<file path="config.mk">
export PLATFORM = sky130hd
export DESIGN_NAME = ram_arbiter
export DESIGN_NICKNAME = d
export VERILOG_FILES = /design/src/rtl/ram_arb_pkg.sv /design/src/rtl/rr_pick2.sv /design/src/rtl/ram_arbiter.sv
export SDC_FILE = /design/constraint.sdc
export NUM_CORES = 1
export LEC_CHECK = 0
export BUFFER_PORTS_ARGS = -buffer_cell sky130_fd_sc_hd__buf_4
export CAP_MARGIN = 30
export CORE_ASPECT_RATIO = 1.1
export CORE_MARGIN = 2
export CORE_UTILIZATION = 53
export CTS_BUF_LIST = sky130_fd_sc_hd__clkbuf_8
export DETAILED_ROUTE_END_ITERATION = 6
export GPL_ROUTABILITY_DRIVEN = 0
export PLACE_DENSITY = 0.88
export SKIP_LAST_GASP = 1
export SLEW_MARGIN = 20
export SYNTH_ARGS = -nofsm -noshare
export SYNTH_HDL_FRONTEND = slang
export SYNTH_SLANG_ARGS = --single-unit
</file>
<file path="constraint.sdc">
create_clock -name clk -period 8.1 [get_ports clk]
set_input_delay 0.81 -clock clk [delete_from_list [all_inputs] [get_ports clk]]
set_output_delay 0.81 -clock clk [all_outputs]
set_load 0.05 [all_outputs]
</file>
<file path="src/rtl/ram_arb_pkg.sv">
// rtl/ram_arb_pkg.sv - shared types and helpers for the two-requester RAM arbiter
package ram_arb_pkg;

   localparam int N_REQ = 2;

   typedef enum logic {
      IDLE   = 1'b0,
      ACCESS = 1'b1
   } state_t;

   // A word address is in range when no bit at or above awidth is set.
   function automatic logic addr_in_range(input logic [31:0] addr, input int unsigned awidth);
      return (addr >> awidth) == 32'd0;
   endfunction

endpackage

</file>
<file path="src/rtl/rr_pick2.sv">
// rtl/rr_pick2.sv - two-way round-robin pick; the pointer names the preferred requester
module rr_pick2
   import ram_arb_pkg::*;
(
   input  logic [N_REQ-1:0] req,
   input  logic             pointer,
   output logic             winner,
   output logic             valid
);

   assign valid  = |req;
   assign winner = req[pointer] ? pointer : ~pointer;

endmodule

</file>
<file path="src/rtl/ram_arbiter.sv">
// rtl/ram_arbiter.sv - shares one single-port RAM between fetch (m0) and load/store (m1)
module ram_arbiter
   import ram_arb_pkg::*;
#(
   parameter int AWIDTH = 8,
   parameter int DWIDTH = 32
)(
   input  logic              clk,
   input  logic              rst,
   input  logic              m0_req,
   input  logic              m0_we,
   input  logic [31:0]       m0_addr,
   input  logic [DWIDTH-1:0] m0_wdata,
   output logic              m0_gnt,
   output logic              m0_rvalid,
   output logic              m0_err,
   output logic [DWIDTH-1:0] m0_rdata,
   input  logic              m1_req,
   input  logic              m1_we,
   input  logic [31:0]       m1_addr,
   input  logic [DWIDTH-1:0] m1_wdata,
   output logic              m1_gnt,
   output logic              m1_rvalid,
   output logic              m1_err,
   output logic [DWIDTH-1:0] m1_rdata,
   output logic              mem_en,
   output logic              mem_wr,
   output logic [31:0]       mem_addr,
   output logic [DWIDTH-1:0] mem_wdata,
   input  logic [DWIDTH-1:0] mem_rdata
);

   state_t            r_state;
   logic              r_ptr;
   logic              r_winner;
   logic              r_we;
   logic [31:0]       r_addr;
   logic [DWIDTH-1:0] r_wdata;
   logic              r_m0_gnt, r_m1_gnt, r_m0_rvalid, r_m1_rvalid, r_m0_err, r_m1_err;
   logic [DWIDTH-1:0] r_m0_rdata, r_m1_rdata;
   logic              r_mem_en, r_mem_wr;
   logic [31:0]       r_mem_addr;
   logic [DWIDTH-1:0] r_mem_wdata;

   logic [N_REQ-1:0]  w_req, w_mask, w_req_eff;
   logic              w_winner, w_valid, w_sel_we, w_sel_in_range, w_cur_in_range;
   logic [31:0]       w_sel_addr;
   logic [DWIDTH-1:0] w_sel_wdata, w_resp_data;

   // The requester being served this cycle may already be changing its inputs.
   assign w_req     = {m1_req, m0_req};
   assign w_mask    = (r_state == ACCESS) ? {r_winner, ~r_winner} : 2'b00;
   assign w_req_eff = w_req & ~w_mask;

   rr_pick2 u_pick (
      .req     (w_req_eff),
      .pointer (r_ptr),
      .winner  (w_winner),
      .valid   (w_valid)
   );

   assign w_sel_we       = w_winner ? m1_we    : m0_we;
   assign w_sel_addr     = w_winner ? m1_addr  : m0_addr;
   assign w_sel_wdata    = w_winner ? m1_wdata : m0_wdata;
   assign w_sel_in_range = addr_in_range(w_sel_addr, AWIDTH);
   assign w_cur_in_range = addr_in_range(r_addr, AWIDTH);
   assign w_resp_data    = (w_cur_in_range && !r_we) ? mem_rdata : '0;

   always_ff @(posedge clk or posedge rst) begin
      if (rst) begin
         r_state     <= IDLE;
         r_ptr       <= 1'b0;
         r_winner    <= 1'b0;
         r_we        <= 1'b0;
         r_addr      <= '0;
         r_wdata     <= '0;
         r_m0_gnt    <= 1'b0;
         r_m1_gnt    <= 1'b0;
         r_m0_rvalid <= 1'b0;
         r_m1_rvalid <= 1'b0;
         r_m0_err    <= 1'b0;
         r_m1_err    <= 1'b0;
         r_m0_rdata  <= '0;
         r_m1_rdata  <= '0;
         r_mem_en    <= 1'b0;
         r_mem_wr    <= 1'b0;
         r_mem_addr  <= '0;
         r_mem_wdata <= '0;
      end else begin
         r_m0_gnt    <= 1'b0;
         r_m1_gnt    <= 1'b0;
         r_m0_rvalid <= 1'b0;
         r_m1_rvalid <= 1'b0;
         r_m0_err    <= 1'b0;
         r_m1_err    <= 1'b0;
         r_mem_en    <= 1'b0;
         r_mem_wr    <= 1'b0;
         r_mem_addr  <= '0;
         r_mem_wdata <= '0;
         if (r_state == ACCESS) begin
            if (r_winner) begin
               r_m1_rvalid <= 1'b1;
               r_m1_err    <= ~w_cur_in_range;
               r_m1_rdata  <= w_resp_data;
            end else begin
               r_m0_rvalid <= 1'b1;
               r_m0_err    <= ~w_cur_in_range;
               r_m0_rdata  <= w_resp_data;
            end
         end
         if (w_valid) begin
            r_state  <= ACCESS;
            r_winner <= w_winner;
            r_ptr    <= ~w_winner;
            r_we     <= w_sel_we;
            r_addr   <= w_sel_addr;
            r_wdata  <= w_sel_wdata;
            r_m0_gnt <= ~w_winner;
            r_m1_gnt <= w_winner;
            if (w_sel_in_range) begin
               r_mem_en    <= 1'b1;
               r_mem_wr    <= w_sel_we;
               r_mem_addr  <= w_sel_addr;
               r_mem_wdata <= w_sel_wdata;
            end
         end else begin
            r_state <= IDLE;
         end
      end
   end

   assign m0_gnt    = r_m0_gnt;
   assign m1_gnt    = r_m1_gnt;
   assign m0_rvalid = r_m0_rvalid;
   assign m1_rvalid = r_m1_rvalid;
   assign m0_err    = r_m0_err;
   assign m1_err    = r_m1_err;
   assign m0_rdata  = r_m0_rdata;
   assign m1_rdata  = r_m1_rdata;
   assign mem_en    = r_mem_en;
   assign mem_wr    = r_mem_wr;
   assign mem_addr  = r_mem_addr;
   assign mem_wdata = r_mem_wdata;

endmodule

</file>
-- After elaboration in Yosys (flattened, before gate mapping)
Index checks and enable logic that the tools add are counted.
W data, S select, Z words.
- logic and storage cells: 58
- register bits after elaboration: 172
- input bits: 166
- output and inout bits: 136
- mux-type cells: 27
- bitwise operators: 6
- reductions and logical operators: 7
- $lt $le $gt $ge: 1
- operators with widths (kind ; count):
    $mux W32 ; 7
    $logic_not A32 Y1 ; 2
    $mux W1 ; 19
    $not A1 Y1 ; 4
    $reduce_and A2 Y1 ; 2
    $and A2 B2 Y2 ; 1
    $lt A1 B2 Y1 const B ; 1
    $mux W2 ; 1
    $not A2 Y2 ; 1
    $reduce_or A2 Y1 ; 1
    $logic_and A1 B1 Y1 ; 1
    $logic_not A1 Y1 ; 1

-- Logic depth before layout (Yosys ltp)
- depth in word-level cells: 11
- mapped depth: 8
- mapped depth without buffers: 5

-- Cells and area by module
From an unflattened synthesis, not the netlist that was laid out.
- cell total of the unflattened synthesis: 582
- area total of the unflattened synthesis: 6904.1 µm²
- by module, submodules not included (module ; seq. area each (µm²) ; area an instance (µm²) ; cells an instance ; times used):
    ram_arbiter ; 4103.9 ; 6884.1 ; 579 ; 1
    rr_pick2 ; 0.0 ; 20.0 ; 3 ; 1

-- Worst setup path after synthesis
No wires, ideal clock.
- kind: input port to flip-flop
- from: in m0_addr[12]
- to: reg r_mem_addr[0], in the netlist mem_addr[0]
- setup slack: 6.045 ns
- data arrival time: 1.978 ns
- stages: 5
- cells stage by stage: or4_1 -> nor2_1 -> buf_2 -> nand4_1 -> a21oi_1
- longest elaborated chain between the ends: 4
- ends and longest elaborated chain (item ; line ; source):
    start, declared ; ram_arbiter.sv:12 ; input logic [31:0] m0_addr,
    $mux W32 ; ram_arbiter.sv:63 ; assign w_sel_addr = w_winner ? m1_addr : m0_addr;
    $logic_not A32 Y1 ; ram_arb_pkg.sv:13 ; return (addr >> awidth) == 32'd0;
    $mux W32 ; ram_arbiter.sv:120 ; if (w_sel_in_range) begin
    $mux W32 ; ram_arbiter.sv:111 ; if (w_valid) begin
    end signal, assigned ; ram_arbiter.sv:123 ; r_mem_addr <= w_sel_addr;
    end, declared ; ram_arbiter.sv:42 ; logic [31:0] r_mem_addr;
No other way between the ends.
A chain may end at the register's enable or synchronous reset.

-- Worst setup path in the final report
- from: reg r_winner
- to: reg r_addr[13]
- longest elaborated chain between the ends: 8
- ends and longest elaborated chain (item ; line ; source):
    start, declared ; ram_arbiter.sv:35 ; logic r_winner;
    start signal, assigned ; ram_arbiter.sv:113 ; r_winner <= w_winner;
    $not A1 Y1 (no source line) ; - ;
    $mux W2 (*) ; ram_arbiter.sv:52 ; assign w_mask = (r_state == ACCESS) ? {r_winner, ~r_winner} : 2'b00;
    $not A2 Y2 (*) ; ram_arbiter.sv:53 ; assign w_req_eff = w_req & ~w_mask;
    $and A2 B2 Y2 (*) ; ram_arbiter.sv:53 ;
    $mux W1 (implied by the code) (2 in series) ; rr_pick2.sv:12 ; assign winner = req[pointer] ? pointer : ~pointer;
    $mux W1 ; rr_pick2.sv:12 ;
    $mux W32 ; ram_arbiter.sv:63 ;
    end signal, assigned ; ram_arbiter.sv:116 ; r_addr <= w_sel_addr;
    end, declared ; ram_arbiter.sv:37 ; logic [31:0] r_addr;
Mark *: on every way between the ends. The rest lies on a longest branch, timed or not. The select of a mux whose other input is x is not followed.

==> flow_summary.rst <==
.. list-table::
   :header-rows: 1

   * - Metric
     - Value
   * - Worst reg-to-reg setup slack
     - 5.30 ns
   * - Die ar.
     - 13900 sq um
   * - Commonest non-fill, non-tap cell in the layout
     - sky130_fd_sc_hd__buf_4
   * - Global-route layer with the greatest usage
     - met2
   * - Part of the total power dissipated in sequential elements
     - 43.2%
   * - Number of instances in the synthesized netlist
     - 598
   * - Number of global-route vias before repair
     - 6325
   * - Data arrival time of the critical path
     - 3.11 ns
   * - Routed len/inst
     - 19.4 um
   * - Mapped cell area
     - 6870 sq um
   * - Setup Total Neg Slack
     - 0 ns
   * - RR Startpoint
     - r_winner
   * - Clk pin slew, worst setup/hold paths
     - 0.08 ns
   * - Detailed-route DRC error count
     - 0
   * - Count of final setup violators
     - 0
   * - Number of vias per cell
     - 5.84
   * - Distinct cell type count of the synthesized netlist
     - 34
   * - Worst path slowest cell
     - sky130_fd_sc_hd__a311o_2
   * - Global routing usage summed across all routing layers
     - 29.0%
   * - Area growth from synthesis to layout
     - 41.4%
   * - Type of origin of the critical path
     - flip-flop
   * - Top Family by Delay on Critical Path
     - buffers and inverters
   * - RSZ-0062 raised after global routing
     - no
   * - Core region area
     - 12600 sq um
   * - Number of resized instances in the post-cts repair step
     - 0
   * - Critical-path maximum fanout
     - 69
   * - Commonest cells after routing, fill and taps aside
     - 310 x sky130_fd_sc_hd__buf_4, 164 x sky130_fd_sc_hd__dfrtp_1, 83 x sky130_fd_sc_hd__nand4_1
   * - Post-route worst setup slack
     - 5.30 ns
   * - Total grt overflow
     - 0
   * - Power density relative to cell area
     - 227 nW/um^2
   * - Clock latency on the worst-skew pair
     - 0.45 ns
   * - Cell-by-cell listing of the critical path
     - nand2_2 -> a311o_2 -> buf_4 -> inv_6 -> mux2i_1 -> o21ai_0
   * - Static Leakage
     - 4.86 nW
   * - Endpoints failing hold
     - 0
   * - Final Routed Wirelength
     - 20.7 mm
   * - Max-slew headroom
     - 48.0%
   * - Starting utilization of the core area
     - 54.4%
   * - Net switching power of the design
     - 0.000785 W
   * - Part of the power in the clock network
     - 27.3%
   * - HP Class
     - input pin to asynchronous set/reset pin
   * - Routed via count
     - 6218
   * - Worst slack on hold paths
     - 0.351 ns
   * - Worst Setup Path Type
     - flip-flop to flip-flop
   * - Internal portion of total power
     - 0.00142 W
   * - Violation count after the first detailed-route iteration
     - 527
   * - Synth Area per Inst
     - 11.5 sq um
   * - Status
     - complete, no violations
   * - Clock skew
     - 0.0115 ns
   * - Synthesis Warnings
     - 0
   * - Final HPWL DP
     - 14.0 mm
   * - Biggest cell delay along the critical path
     - 0.52 ns
   * - Buf/Inv on CP
     - 2
   * - Sequential element share of the synthesized area
     - 59.7%
   * - Antenna diode count
     - 0
   * - FMAX
     - 357 MHz
   * - First-pass iteration count of the detailed router
     - 5
   * - Switching share of power
     - 35.6%
   * - Number of buffers inserted by port buffering
     - 301
   * - Pre-CTS setup slack
     - 5.31 ns
   * - Vertical extent of the die
     - 123 um
   * - Part of the cycle the worst path needs
     - 34.6%
   * - M3 GR Usage
     - 7.40%
   * - Total power
     - 0.00221 W
   * - Number of buffers created by CTS
     - 17
   * - Post-synthesis register bit count
     - 164
   * - Fraction of met2 tracks used by global routing
     - 51.5%
   * - Portion of total power attributed to combinational logic
     - 29.4%
   * - Met1 Usage GRT
     - 32.7%
   * - Fin nets
     - 1061
   * - Data required, critical path
     - 8.41 ns
   * - TritonCTS Sinks
     - 164
   * - Max-slew violations
     - 0
   * - Fillcell total
     - 832
   * - Peak supply drop
     - 0.000199 V
   * - Maximum number of pins on one net before global-route repair
     - 102
   * - Final critical path time including I/O delays and setup
     - 2.80 ns
   * - Global-route wire length before repair
     - 31.4 mm
   * - Overall die width
     - 113 um
   * - CP endpoint kind
     - flip-flop
   * - Ratio of cells with drive above 1 in the final layout
     - 44.9%
   * - Max-cap violations
     - 0
   * - Count of buffers added by post-CTS timing repair for setup
     - 0
   * - Htree depth
     - 4
   * - Floorplan row count
     - 43
   * - Terminus of the critical flop-to-flop path
     - r_addr[13]
   * - Actual transition at the worst max-transition pin
     - 0.780 ns
   * - Clock tree from TritonCTS
     - built
   * - Hold-fix buffers at CTS
     - 0
   * - Post-route ant nets
     - 0
   * - Number of cells on the worst reg-to-reg path
     - 6
   * - Initial antenna violation count
     - 0
   * - Number of I/O pins
     - 302
   * - Root buffer cell
     - sky130_fd_sc_hd__clkbuf_8
   * - Clock Tree Buf Depth
     - 2
worst register-to-register path, stage by stage, from the launching register on:
cell	delay, ns
sky130_fd_sc_hd__dfrtp_1	0.42
sky130_fd_sc_hd__nand2_2	0.37
sky130_fd_sc_hd__a311o_2	0.52
sky130_fd_sc_hd__buf_4	0.29
sky130_fd_sc_hd__inv_6	0.52
sky130_fd_sc_hd__mux2i_1	0.42
sky130_fd_sc_hd__o21ai_0	0.12
power by group through the flow:
| stage | Sequential, W | Combinational, W | Clock, W |
|---|---|---|---|
| 3_3_place_gp | 0.000962 | 0.000585 | 0 |
| 3_5_place_dp | 0.000967 | 0.000636 | 0 |
| 5_1_grt | 0.000961 | 0.000691 | 0.000650 |
| 4_1_cts | 0.000953 | 0.000641 | 0.000613 |
| 2_1_floorplan | 0.00102 | 0.000371 | 0 |
| 6_report | 0.000954 | 0.000649 | 0.000603 |
stage by stage:
stage / std cells / utilization [%] / area [sq um]
2_1_floorplan: 621 / - / 6960
3_3_place_gp: 1028 / 72.7 / 9200
3_5_place_dp: 1031 / 73.3 / 9270
4_1_cts: 1062 / 76.6 / 9680
5_1_grt: 1064 / 76.9 / 9720
6_report: 1064 / 76.9 / 9720
cell families after synthesis:
kind of cell    count (synthesis)  synth area share (%)
simple gates                  184                  16.7
flops                         164                  59.7
compound gates                159                  15.2
buf+inv                        65                  4.66
mux                            25                  3.64
other cells                     1                0.0546
flip-flops by register name, summed over array words and instances (netlist names):
| register | cells |
|---|---|
| m0_err | 1 |
| m0_gnt | 1 |
| m0_rdata | 32 |
| m0_rvalid | 1 |
| m1_err | 1 |
| m1_gnt | 1 |
| m1_rdata | 32 |
| m1_rvalid | 1 |
| mem_addr | 32 |
| mem_en | 1 |
| mem_wdata | 32 |
| mem_wr | 1 |
| r_addr | 24 |
| r_ptr | 1 |
| r_state | 1 |
| r_we | 1 |
| r_winner | 1 |
final cells by class:
cell class	count	area, sq um	share of cell area [%]
tap	157	196	2.02
timing repair buffer	315	2440	25.1
sequential	164	4100	42.2
clock inverter	10	123	1.26
clock buffer	21	289	2.97
inverter	5	28.8	0.296
multi-input combinational	392	2540	26.1
synth_stat cells (all sizes together):
library cell | n | share of area, %
a21o | 1 | 0.11
a21oi | 43 | 3.2
a311o | 1 | 0.15
a31o | 64 | 8.2
and2 | 64 | 5.8
and4 | 2 | 0.25
buf | 34 | 2.9
clkbuf | 26 | 1.4
conb | 1 | 0.055
dfrtp | 164 | 60
inv | 5 | 0.35
mux2i | 25 | 3.6
nand2 | 2 | 0.15
nand2b | 1 | 0.091
nand3 | 2 | 0.15
nand4 | 83 | 7.6
nor2 | 8 | 0.47
nor3 | 2 | 0.31
nor3b | 1 | 0.11
nor4 | 14 | 1.3
o21ai | 50 | 3.6
or2 | 1 | 0.091
or4 | 4 | 0.44
metal layers:
layer	vias up	share of wire (%)
met3	59	8.2
met1	3021	36
met5	-	0
met2	338	52
met4	0	3.8
li1	2800	-
worst max-delay path by stage:
stage                             to     start  slack [ns]  depth (start not counted)
after detailed placement  r_addr[18]    m0_req        5.31                          5
after CTS                 r_addr[13]  r_winner        5.35                          6
final                     r_addr[13]  r_winner        5.30                          6
after floorplan               m0_err       rst        2.86                          1
after global placement    r_addr[17]    m0_req        5.05                          4
after global routing      r_addr[13]  r_winner        5.18                          6
(Power assumes the default switching activity.)
